File: config.mk
export PLATFORM = sky130hd
export DESIGN_NAME = irig_cal_ctrl_flat
export DESIGN_NICKNAME = d
export VERILOG_FILES = /design/src/rtl/irig_cal_ctrl_if.sv /design/src/rtl/irig_cal_ctrl.sv /design/src/flat_wrapper.sv
export SDC_FILE = /design/constraint.sdc
export NUM_CORES = 1
export LEC_CHECK = 0
export BUFFER_PORTS_ARGS = -buffer_cell sky130_fd_sc_hd__clkbuf_2
export CAP_MARGIN = 5
export CORE_ASPECT_RATIO = 0.5
export CORE_MARGIN = 2
export CORE_UTILIZATION = 50
export CTS_CLUSTER_SIZE = 8
export DETAILED_ROUTE_END_ITERATION = 12
export GPL_ROUTABILITY_DRIVEN = 0
export PLACE_DENSITY = 0.66
export SYNTH_ARGS = -nofsm -noshare
export SYNTH_HDL_FRONTEND = slang
export SYNTH_SLANG_ARGS = --single-unit
File: constraint.sdc
create_clock -name axi_clock -period 5.9 [get_ports axi_clock]
set_clock_uncertainty 0.1 [all_clocks]
set_input_delay 0.295 -clock axi_clock [delete_from_list [all_inputs] [get_ports axi_clock]]
set_output_delay 0.295 -clock axi_clock [all_outputs]
set_load 0.1 [all_outputs]
File: src/rtl/irig_cal_ctrl_if.sv
// Signal bundle between the IRIG-B calibration sequencer and its register/decoder side.
// master = register file / stimulus side, slave = irig_cal_ctrl.
interface irig_cal_ctrl_if #(
    parameter int CNT_WIDTH = 32
);
    logic                 cal_start;
    logic [CNT_WIDTH-1:0] debounce;
    logic                 irig_in;
    logic                 rst_irig;
    logic                 calibrate;
    logic                 cal_busy;
    logic                 cal_done;
    logic [1:0]           cal_err;
    logic [CNT_WIDTH-1:0] zero_count;
    logic [CNT_WIDTH-1:0] one_count;
    logic [CNT_WIDTH-1:0] id_count;
    logic [CNT_WIDTH-1:0] w_min;
    logic [CNT_WIDTH-1:0] w_max;

    modport master (
        output cal_start, debounce, irig_in,
        input  rst_irig, calibrate, cal_busy, cal_done, cal_err,
        input  zero_count, one_count, id_count, w_min, w_max
    );

    modport slave (
        input  cal_start, debounce, irig_in,
        output rst_irig, calibrate, cal_busy, cal_done, cal_err,
        output zero_count, one_count, id_count, w_min, w_max
    );
endinterface

File: src/rtl/irig_cal_ctrl.sv
// IRIG-B calibration sequencer: measures high-pulse widths and derives decoder thresholds.
// Define IRIG_CAL_SYNC_EN to pass irig_in through a 2-flop synchronizer first.
module irig_cal_ctrl #(
    parameter int CNT_WIDTH      = 32,
    parameter int NUM_PULSES     = 100,
    parameter int RST_CYCLES     = 16,
    parameter int TIMEOUT_CYCLES = 2500000
) (
    input  logic             axi_clock,
    input  logic             rst,
    irig_cal_ctrl_if.slave   bus
);
    typedef enum logic [2:0] {S_IDLE, S_RST, S_ARM, S_MEAS, S_CALC, S_DONE, S_ERR} state_t;

    localparam logic [1:0] ERR_NONE    = 2'd0;
    localparam logic [1:0] ERR_TIMEOUT = 2'd1;
    localparam logic [1:0] ERR_SPAN    = 2'd2;
    localparam logic [1:0] ERR_OVF     = 2'd3;

    localparam int PC_W = $clog2(NUM_PULSES + 1);
    localparam int RC_W = $clog2(RST_CYCLES + 1);
    localparam int SW   = CNT_WIDTH + 1;
    localparam logic [PC_W-1:0]      PULSE_LAST = PC_W'(NUM_PULSES - 1);
    localparam logic [RC_W-1:0]      RST_LAST   = RC_W'(RST_CYCLES - 1);
    localparam logic [CNT_WIDTH-1:0] TO_LAST    = CNT_WIDTH'(TIMEOUT_CYCLES - 1);
    localparam logic [CNT_WIDTH-1:0] ALL_ONES   = '1;

    state_t               state;
    logic [RC_W-1:0]      rst_cnt;
    logic [PC_W-1:0]      pulse_cnt;
    logic [CNT_WIDTH-1:0] width_cnt, to_cnt, run_min, run_max;
    logic [CNT_WIDTH-1:0] zero_q, one_q, id_q, w_min_q, w_max_q;
    logic                 rst_irig_q, busy_q, done_q;
    logic [1:0]           err_q;

    logic irig_s, irig_d, rise, fall;

`ifdef IRIG_CAL_SYNC_EN
    logic [1:0] sync_q;
    always_ff @(posedge axi_clock) begin
        if (rst) sync_q <= '0;
        else     sync_q <= {sync_q[0], bus.irig_in};
    end
    assign irig_s = sync_q[1];
`else
    assign irig_s = bus.irig_in;
`endif

    always_ff @(posedge axi_clock) begin
        if (rst) irig_d <= 1'b0;
        else     irig_d <= irig_s;
    end

    assign rise = irig_s & ~irig_d;
    assign fall = ~irig_s & irig_d;

    // Threshold arithmetic is one bit wider so id_count can saturate instead of wrapping.
    function automatic logic [CNT_WIDTH-1:0] sat(input logic [SW-1:0] v);
        return v[SW-1] ? ALL_ONES : v[CNT_WIDTH-1:0];
    endfunction

    logic [CNT_WIDTH-1:0] span;
    logic [SW-1:0]        zero_sum, one_sum, id_sum;
    assign span     = run_max - run_min;
    assign zero_sum = SW'(run_min) + SW'(span >> 2);
    assign one_sum  = SW'(run_min) + SW'(span >> 1) + SW'(span >> 2);
    assign id_sum   = SW'(run_max) + SW'(span >> 2);

    // NOTE: every register here uses <= so all branches see pre-edge values of state and counters.
    always_ff @(posedge axi_clock) begin
        if (rst) begin
            state      <= S_IDLE;
            rst_cnt    <= '0;
            pulse_cnt  <= '0;
            width_cnt  <= '0;
            to_cnt     <= '0;
            run_min    <= '0;
            run_max    <= '0;
            zero_q     <= '0;
            one_q      <= '0;
            id_q       <= '0;
            w_min_q    <= '0;
            w_max_q    <= '0;
            rst_irig_q <= 1'b0;
            busy_q     <= 1'b0;
            done_q     <= 1'b0;
            err_q      <= ERR_NONE;
        end else begin
            case (state)
                S_IDLE, S_DONE, S_ERR: begin
                    if (bus.cal_start) begin
                        state      <= S_RST;
                        rst_irig_q <= 1'b1;
                        busy_q     <= 1'b1;
                        done_q     <= 1'b0;
                        err_q      <= ERR_NONE;
                        rst_cnt    <= '0;
                        pulse_cnt  <= '0;
                        width_cnt  <= '0;
                        to_cnt     <= '0;
                        run_min    <= ALL_ONES;
                        run_max    <= '0;
                    end
                end
                S_RST: begin
                    if (rst_cnt == RST_LAST) begin
                        rst_irig_q <= 1'b0;
                        state      <= S_ARM;
                    end else begin
                        rst_cnt <= rst_cnt + 1'b1;
                    end
                end
                S_ARM: begin
                    // A pulse already high on entry has no rise and is skipped.
                    if (rise) begin
                        state     <= S_MEAS;
                        width_cnt <= CNT_WIDTH'(1);
                        to_cnt    <= '0;
                    end else if (fall) begin
                        to_cnt <= '0;
                    end else if (to_cnt == TO_LAST) begin
                        state  <= S_ERR;
                        busy_q <= 1'b0;
                        err_q  <= ERR_TIMEOUT;
                    end else begin
                        to_cnt <= to_cnt + 1'b1;
                    end
                end
                S_MEAS: begin
                    // The fall branch comes first so a final fall beats a coincident timeout.
                    if (fall) begin
                        to_cnt <= '0;
                        if (width_cnt >= bus.debounce) begin
                            if (width_cnt < run_min) run_min <= width_cnt;
                            if (width_cnt > run_max) run_max <= width_cnt;
                            pulse_cnt <= pulse_cnt + 1'b1;
                            if (pulse_cnt == PULSE_LAST) state <= S_CALC;
                        end
                    end else if (rise) begin
                        width_cnt <= CNT_WIDTH'(1);
                        to_cnt    <= '0;
                    end else if (irig_s && width_cnt == ALL_ONES) begin
                        state  <= S_ERR;
                        busy_q <= 1'b0;
                        err_q  <= ERR_OVF;
                    end else if (to_cnt == TO_LAST) begin
                        state  <= S_ERR;
                        busy_q <= 1'b0;
                        err_q  <= ERR_TIMEOUT;
                    end else begin
                        to_cnt <= to_cnt + 1'b1;
                        if (irig_s) width_cnt <= width_cnt + 1'b1;
                    end
                end
                S_CALC: begin
                    busy_q <= 1'b0;
                    if (span < (run_min >> 1)) begin
                        state <= S_ERR;
                        err_q <= ERR_SPAN;
                    end else begin
                        state   <= S_DONE;
                        done_q  <= 1'b1;
                        zero_q  <= sat(zero_sum);
                        one_q   <= sat(one_sum);
                        id_q    <= sat(id_sum);
                        w_min_q <= run_min;
                        w_max_q <= run_max;
                    end
                end
                default: state <= S_IDLE;
            endcase
        end
    end

    assign bus.rst_irig   = rst_irig_q;
    assign bus.calibrate  = busy_q;
    assign bus.cal_busy   = busy_q;
    assign bus.cal_done   = done_q;
    assign bus.cal_err    = err_q;
    assign bus.zero_count = zero_q;
    assign bus.one_count  = one_q;
    assign bus.id_count   = id_q;
    assign bus.w_min      = w_min_q;
    assign bus.w_max      = w_max_q;
endmodule

File: src/flat_wrapper.sv
// flat-port wrapper written by rule: the top's interface ports become plain ports
module irig_cal_ctrl_flat 
#(
    parameter int CNT_WIDTH      = 32,
    parameter int NUM_PULSES     = 100,
    parameter int RST_CYCLES     = 16,
    parameter int TIMEOUT_CYCLES = 2500000
)
  (axi_clock, rst, bus_cal_start, bus_debounce, bus_irig_in, bus_rst_irig, bus_calibrate, bus_cal_busy, bus_cal_done, bus_cal_err, bus_zero_count, bus_one_count, bus_id_count, bus_w_min, bus_w_max);
  irig_cal_ctrl_if #(.CNT_WIDTH(CNT_WIDTH)) bus_i ();
  input  logic axi_clock;
  input  logic rst;
  input wire logic [$bits(bus_i.cal_start)-1:0] bus_cal_start;
  input wire logic [$bits(bus_i.debounce)-1:0] bus_debounce;
  input wire logic [$bits(bus_i.irig_in)-1:0] bus_irig_in;
  output wire logic [$bits(bus_i.rst_irig)-1:0] bus_rst_irig;
  output wire logic [$bits(bus_i.calibrate)-1:0] bus_calibrate;
  output wire logic [$bits(bus_i.cal_busy)-1:0] bus_cal_busy;
  output wire logic [$bits(bus_i.cal_done)-1:0] bus_cal_done;
  output wire logic [$bits(bus_i.cal_err)-1:0] bus_cal_err;
  output wire logic [$bits(bus_i.zero_count)-1:0] bus_zero_count;
  output wire logic [$bits(bus_i.one_count)-1:0] bus_one_count;
  output wire logic [$bits(bus_i.id_count)-1:0] bus_id_count;
  output wire logic [$bits(bus_i.w_min)-1:0] bus_w_min;
  output wire logic [$bits(bus_i.w_max)-1:0] bus_w_max;
  assign bus_i.cal_start = bus_cal_start;
  assign bus_i.debounce = bus_debounce;
  assign bus_i.irig_in = bus_irig_in;
  assign bus_rst_irig = bus_i.rst_irig;
  assign bus_calibrate = bus_i.calibrate;
  assign bus_cal_busy = bus_i.cal_busy;
  assign bus_cal_done = bus_i.cal_done;
  assign bus_cal_err = bus_i.cal_err;
  assign bus_zero_count = bus_i.zero_count;
  assign bus_one_count = bus_i.one_count;
  assign bus_id_count = bus_i.id_count;
  assign bus_w_min = bus_i.w_min;
  assign bus_w_max = bus_i.w_max;
  irig_cal_ctrl #(.CNT_WIDTH(CNT_WIDTH), .NUM_PULSES(NUM_PULSES), .RST_CYCLES(RST_CYCLES), .TIMEOUT_CYCLES(TIMEOUT_CYCLES)) u_core (.axi_clock(axi_clock), .rst(rst), .bus(bus_i));
endmodule
==> flow_metrics.py <==
metrics = {
    "flow_run": {
        "maxCapViolCount": 0,
    },
    "yosys": {
        "synth_top_family_by_area": "compound AO/OA/AOI/OAI gates",
        "yosys_register_bits": 309,
        "synth-xor-area-share_pct": 6.59,
        "yosysSeqAreaShare_pct": 28.0,
        "muxShareOfSynthArea_pct": 0.369,
        "synth_edf_count": 0,
        "syn_nets": 3047,
        "yosys_warnings": 0,
        "synth-simple-area-share_pct": 17.4,
        "synth-compound-area-share_pct": 24.7,
        "syn_inst": 2722,
        "avgSynthCellArea_um2": 8.10,
        "postSynth.asyncResetShare_pct": 0,
        "synth_top_cells_by_area": "dfxtp_1 28%, ha_1 15%, a21oi_1 7.5%, nand2_1 4.2%, xor2_1 3.7%",
        "synth_ff_type": "dfxtp_1",
        "yosysUniqueCellTypes": 90,
        "synth_top_cell_by_area": "dfxtp_1",
        "synth_top_area_share_pct": 28.0,
        "synthAdderAreaFrac_pct": 17.3,
        "synthesis.area_um2": 22100,
    },
    "critical_path": {
        "cp_common_cell": "ha_1",
        "path_max_fanout": 8,
        "required_ns": 6.23,
        "slowest_stage": "a211oi_4",
        "rrSetupSlack_ns": 0.24,
        "cp-start-kind": "flip-flop",
        "critPathKind": "flip-flop to flip-flop",
        "slowest_delay_ns": 0.46,
        "end_kind": "flip-flop",
        "critPathArrivalTime_ns": 5.99,
    },
    "route": {
        "totalWireLength_um": 69200,
        "drtAntennaViolNets": 0,
        "drt_first_iter_violations": 1884,
        "drt-pass1-iter-count": 5,
        "post_drt_wl_per_cell_um": 19.5,
        "vias_per_cell": 5.98,
        "vias": 21200,
        "drc": 0,
    },
    "clock_network": {
        "clk_latency_ns": 0.57,
        "clock_path_buffers": 3,
        "clock_sinks": 309,
        "clk_pin_slew_ns": 0.05,
        "root_buffer": "clkbuf_16",
        "cts_max_level": 2,
        "cts_made_buffers": 44,
        "tritoncts": "built",
    },
    "status": {
        "run_status": "completed",
    },
    "finish": {
        "final_common_cell": "a21oi_1",
        "final_cell_mix": "328 x a21oi_1, 307 x dfxtp_1, 263 x ha_1",
        "layout-drive-gt1-share_pct": 13.9,
        "antenna_cells": 0,
        "fillers": 4092,
        "layout.nets": 3281,
        "syn_to_final_growth_pct": 15.1,
    },
    "die": {
        "core.rowCount": 54,
        "coreArea_um2": 43600,
        "initial_core_util_pct": 50.6,
        "fp.dieH_um": 153,
        "die_w_um": 301,
        "io_pins": 202,
        "dieArea_um2": 45900,
    },
    "grt": {
        "grt_max_degree": 95,
        "grt_pass1_wl_um": 107000,
        "grt_pass1_vias": 19400,
        "grt_overflow": 0,
        "antenna_found_initial": 1,
        "grt_usage_pct": 29.2,
    },
    "sta": {
        "fin_crit_sh_pct": 95.9,
        "slew-limit-headroom_pct": 17.1,
        "hold_violations": 0,
        "rsz0062_at_grt": "no",
        "fin_setup_tns_ns": 0,
        "worstMarginPinSlew_ns": 1.23,
        "drv_slew": 0,
        "layout_setup_ws_ns": 0.241,
        "max_freq_ghz": 0.177,
        "period_minus_slack_ns": 5.66,
        "setup_violations": 0,
    },
    "placement": {
        "dpl.hpwl_um": 52800,
        "port-buffer-count": 201,
        "dp_slack_ns": 0.146,
    },
    "power_and_ir_drop": {
        "power_leakage_nw": 11.2,
        "ir_worst_vdd_mv": 0.232,
        "power.density_nw_per_um2": 329,
    },
    "worst_hold_path": {
        "hold_path.class": "input port to flip-flop",
    },
}
==> sequential cells by signal, summed over array words and instances, names as in the netlist <==
name / cells
u_core.bus.cal_busy: 1
u_core.bus.cal_done: 1
u_core.bus.cal_err: 2
u_core.bus.id_count: 32
u_core.bus.one_count: 32
u_core.bus.rst_irig: 1
u_core.bus.w_max: 32
u_core.bus.w_min: 32
u_core.bus.zero_count: 32
u_core.irig_d: 1
u_core.pulse_cnt: 7
u_core.rst_cnt: 5
u_core.run_max: 32
u_core.run_min: 32
u_core.state: 3
u_core.to_cnt: 32
u_core.width_cnt: 32
==> report_power, final <==
| group | internal, W | switching [W] |
|---|---|---|
| Clock | 0.00132 | 0.000956 |
| Combinational | 0.00151 | 0.00234 |
| Sequential | 0.00214 | 0.0000850 |
| Total | 0.00497 | 0.00338 |
==> cell usage after synthesis (21+ instances only) <==
master    instances
nor2_1          182
nor2b_1          21
o21a_1           24
xnor2_1          74
a211oi_1         24
a21oi_1         330
inv_1           165
nor3_1           65
nand3_1          75
a31oi_1          21
o21ai_0         142
xor2_1           92
a21o_1           95
o211ai_1         22
o21ai_1          53
clkbuf_1         76
nand2b_1         24
dfxtp_1         309
a311oi_1         42
fa_1             26
nand4_1          68
ha_1            263
nand2_1         246
==> per-stage QoR <==
stage	total power [W]	cell area [um2]	hold slack, ns	std cells	utilization [%]
floorplan	0.00500	22100	0.335	2722	-
global placement	0.00593	24100	0.342	3489	55.2
detailed placement	0.00595	24100	0.348	3489	55.2
CTS	0.00826	25200	0.222	3540	57.9
global route	0.00887	25400	0.239	3548	58.2
finish	0.00836	25400	0.204	3548	58.2
==> kinds of logic after synthesis <==
logic type      Yosys count
xor+xnor                166
compound gates          872
simple gates            792
flops                   309
fa+ha+maj               290
mux                       8
buf+inv                 285
==> worst max-delay path, delay by kind of cell, from the launching register on <==
family / cells / cell delay, ns
compound gates: 13 / 2.63
xor+xnor: 2 / 0.39
fa+ha+maj: 4 / 1.11
buf+inv: 2 / 0.30
flops: 1 / 0.36
simple gates: 4 / 0.63
==> final cells by class <==
type                            instances  area (um2)  share of cell area (%)
Clock inverter                          3        45.0                   0.177
Inverter                              166         623                    2.45
Tap cell                              588         736                    2.90
Multi-Input combinational cell       2128       14800                    58.2
Sequential cell                       309        6190                    24.4
Timing Repair Buffer                  307        1920                    7.55
Clock buffer                           47        1110                    4.38
==> final timing paths <==
path | from | to | cells past startpoint
max | u_core.run_min[0]$_SDFFE_PP0P_ | u_core.bus.one_count[23]$_SDFFE_PP0P_ | 25
max reg2reg | u_core.run_min[0]$_SDFFE_PP0P_ | u_core.bus.one_count[23]$_SDFFE_PP0P_ | 25
min | rst | u_core.irig_d$_SDFF_PP0_ | 2
min reg2reg | u_core.bus.cal_done$_SDFFE_PP0P_ | u_core.bus.cal_done$_SDFFE_PP0P_ | 2
==> what timing repair did <==
action                                  CTS  global route
hold buffers                              1             0
gates resized for setup                   0            20
endpoints found under the setup margin    0           114
setup buffers                             0             6
hold endpoints to repair                  1             0
==> metal layers <==
layer  track usage (%)  vias up  wire length (um)
met5                 0        -                13
met4              5.85        2              1130
met3              6.24       80              6700
met2              42.1      784             28400
met1              44.4    10000             33000
li1                  -    10300                 -
Note: power is estimated with default switching activity, not from simulation.
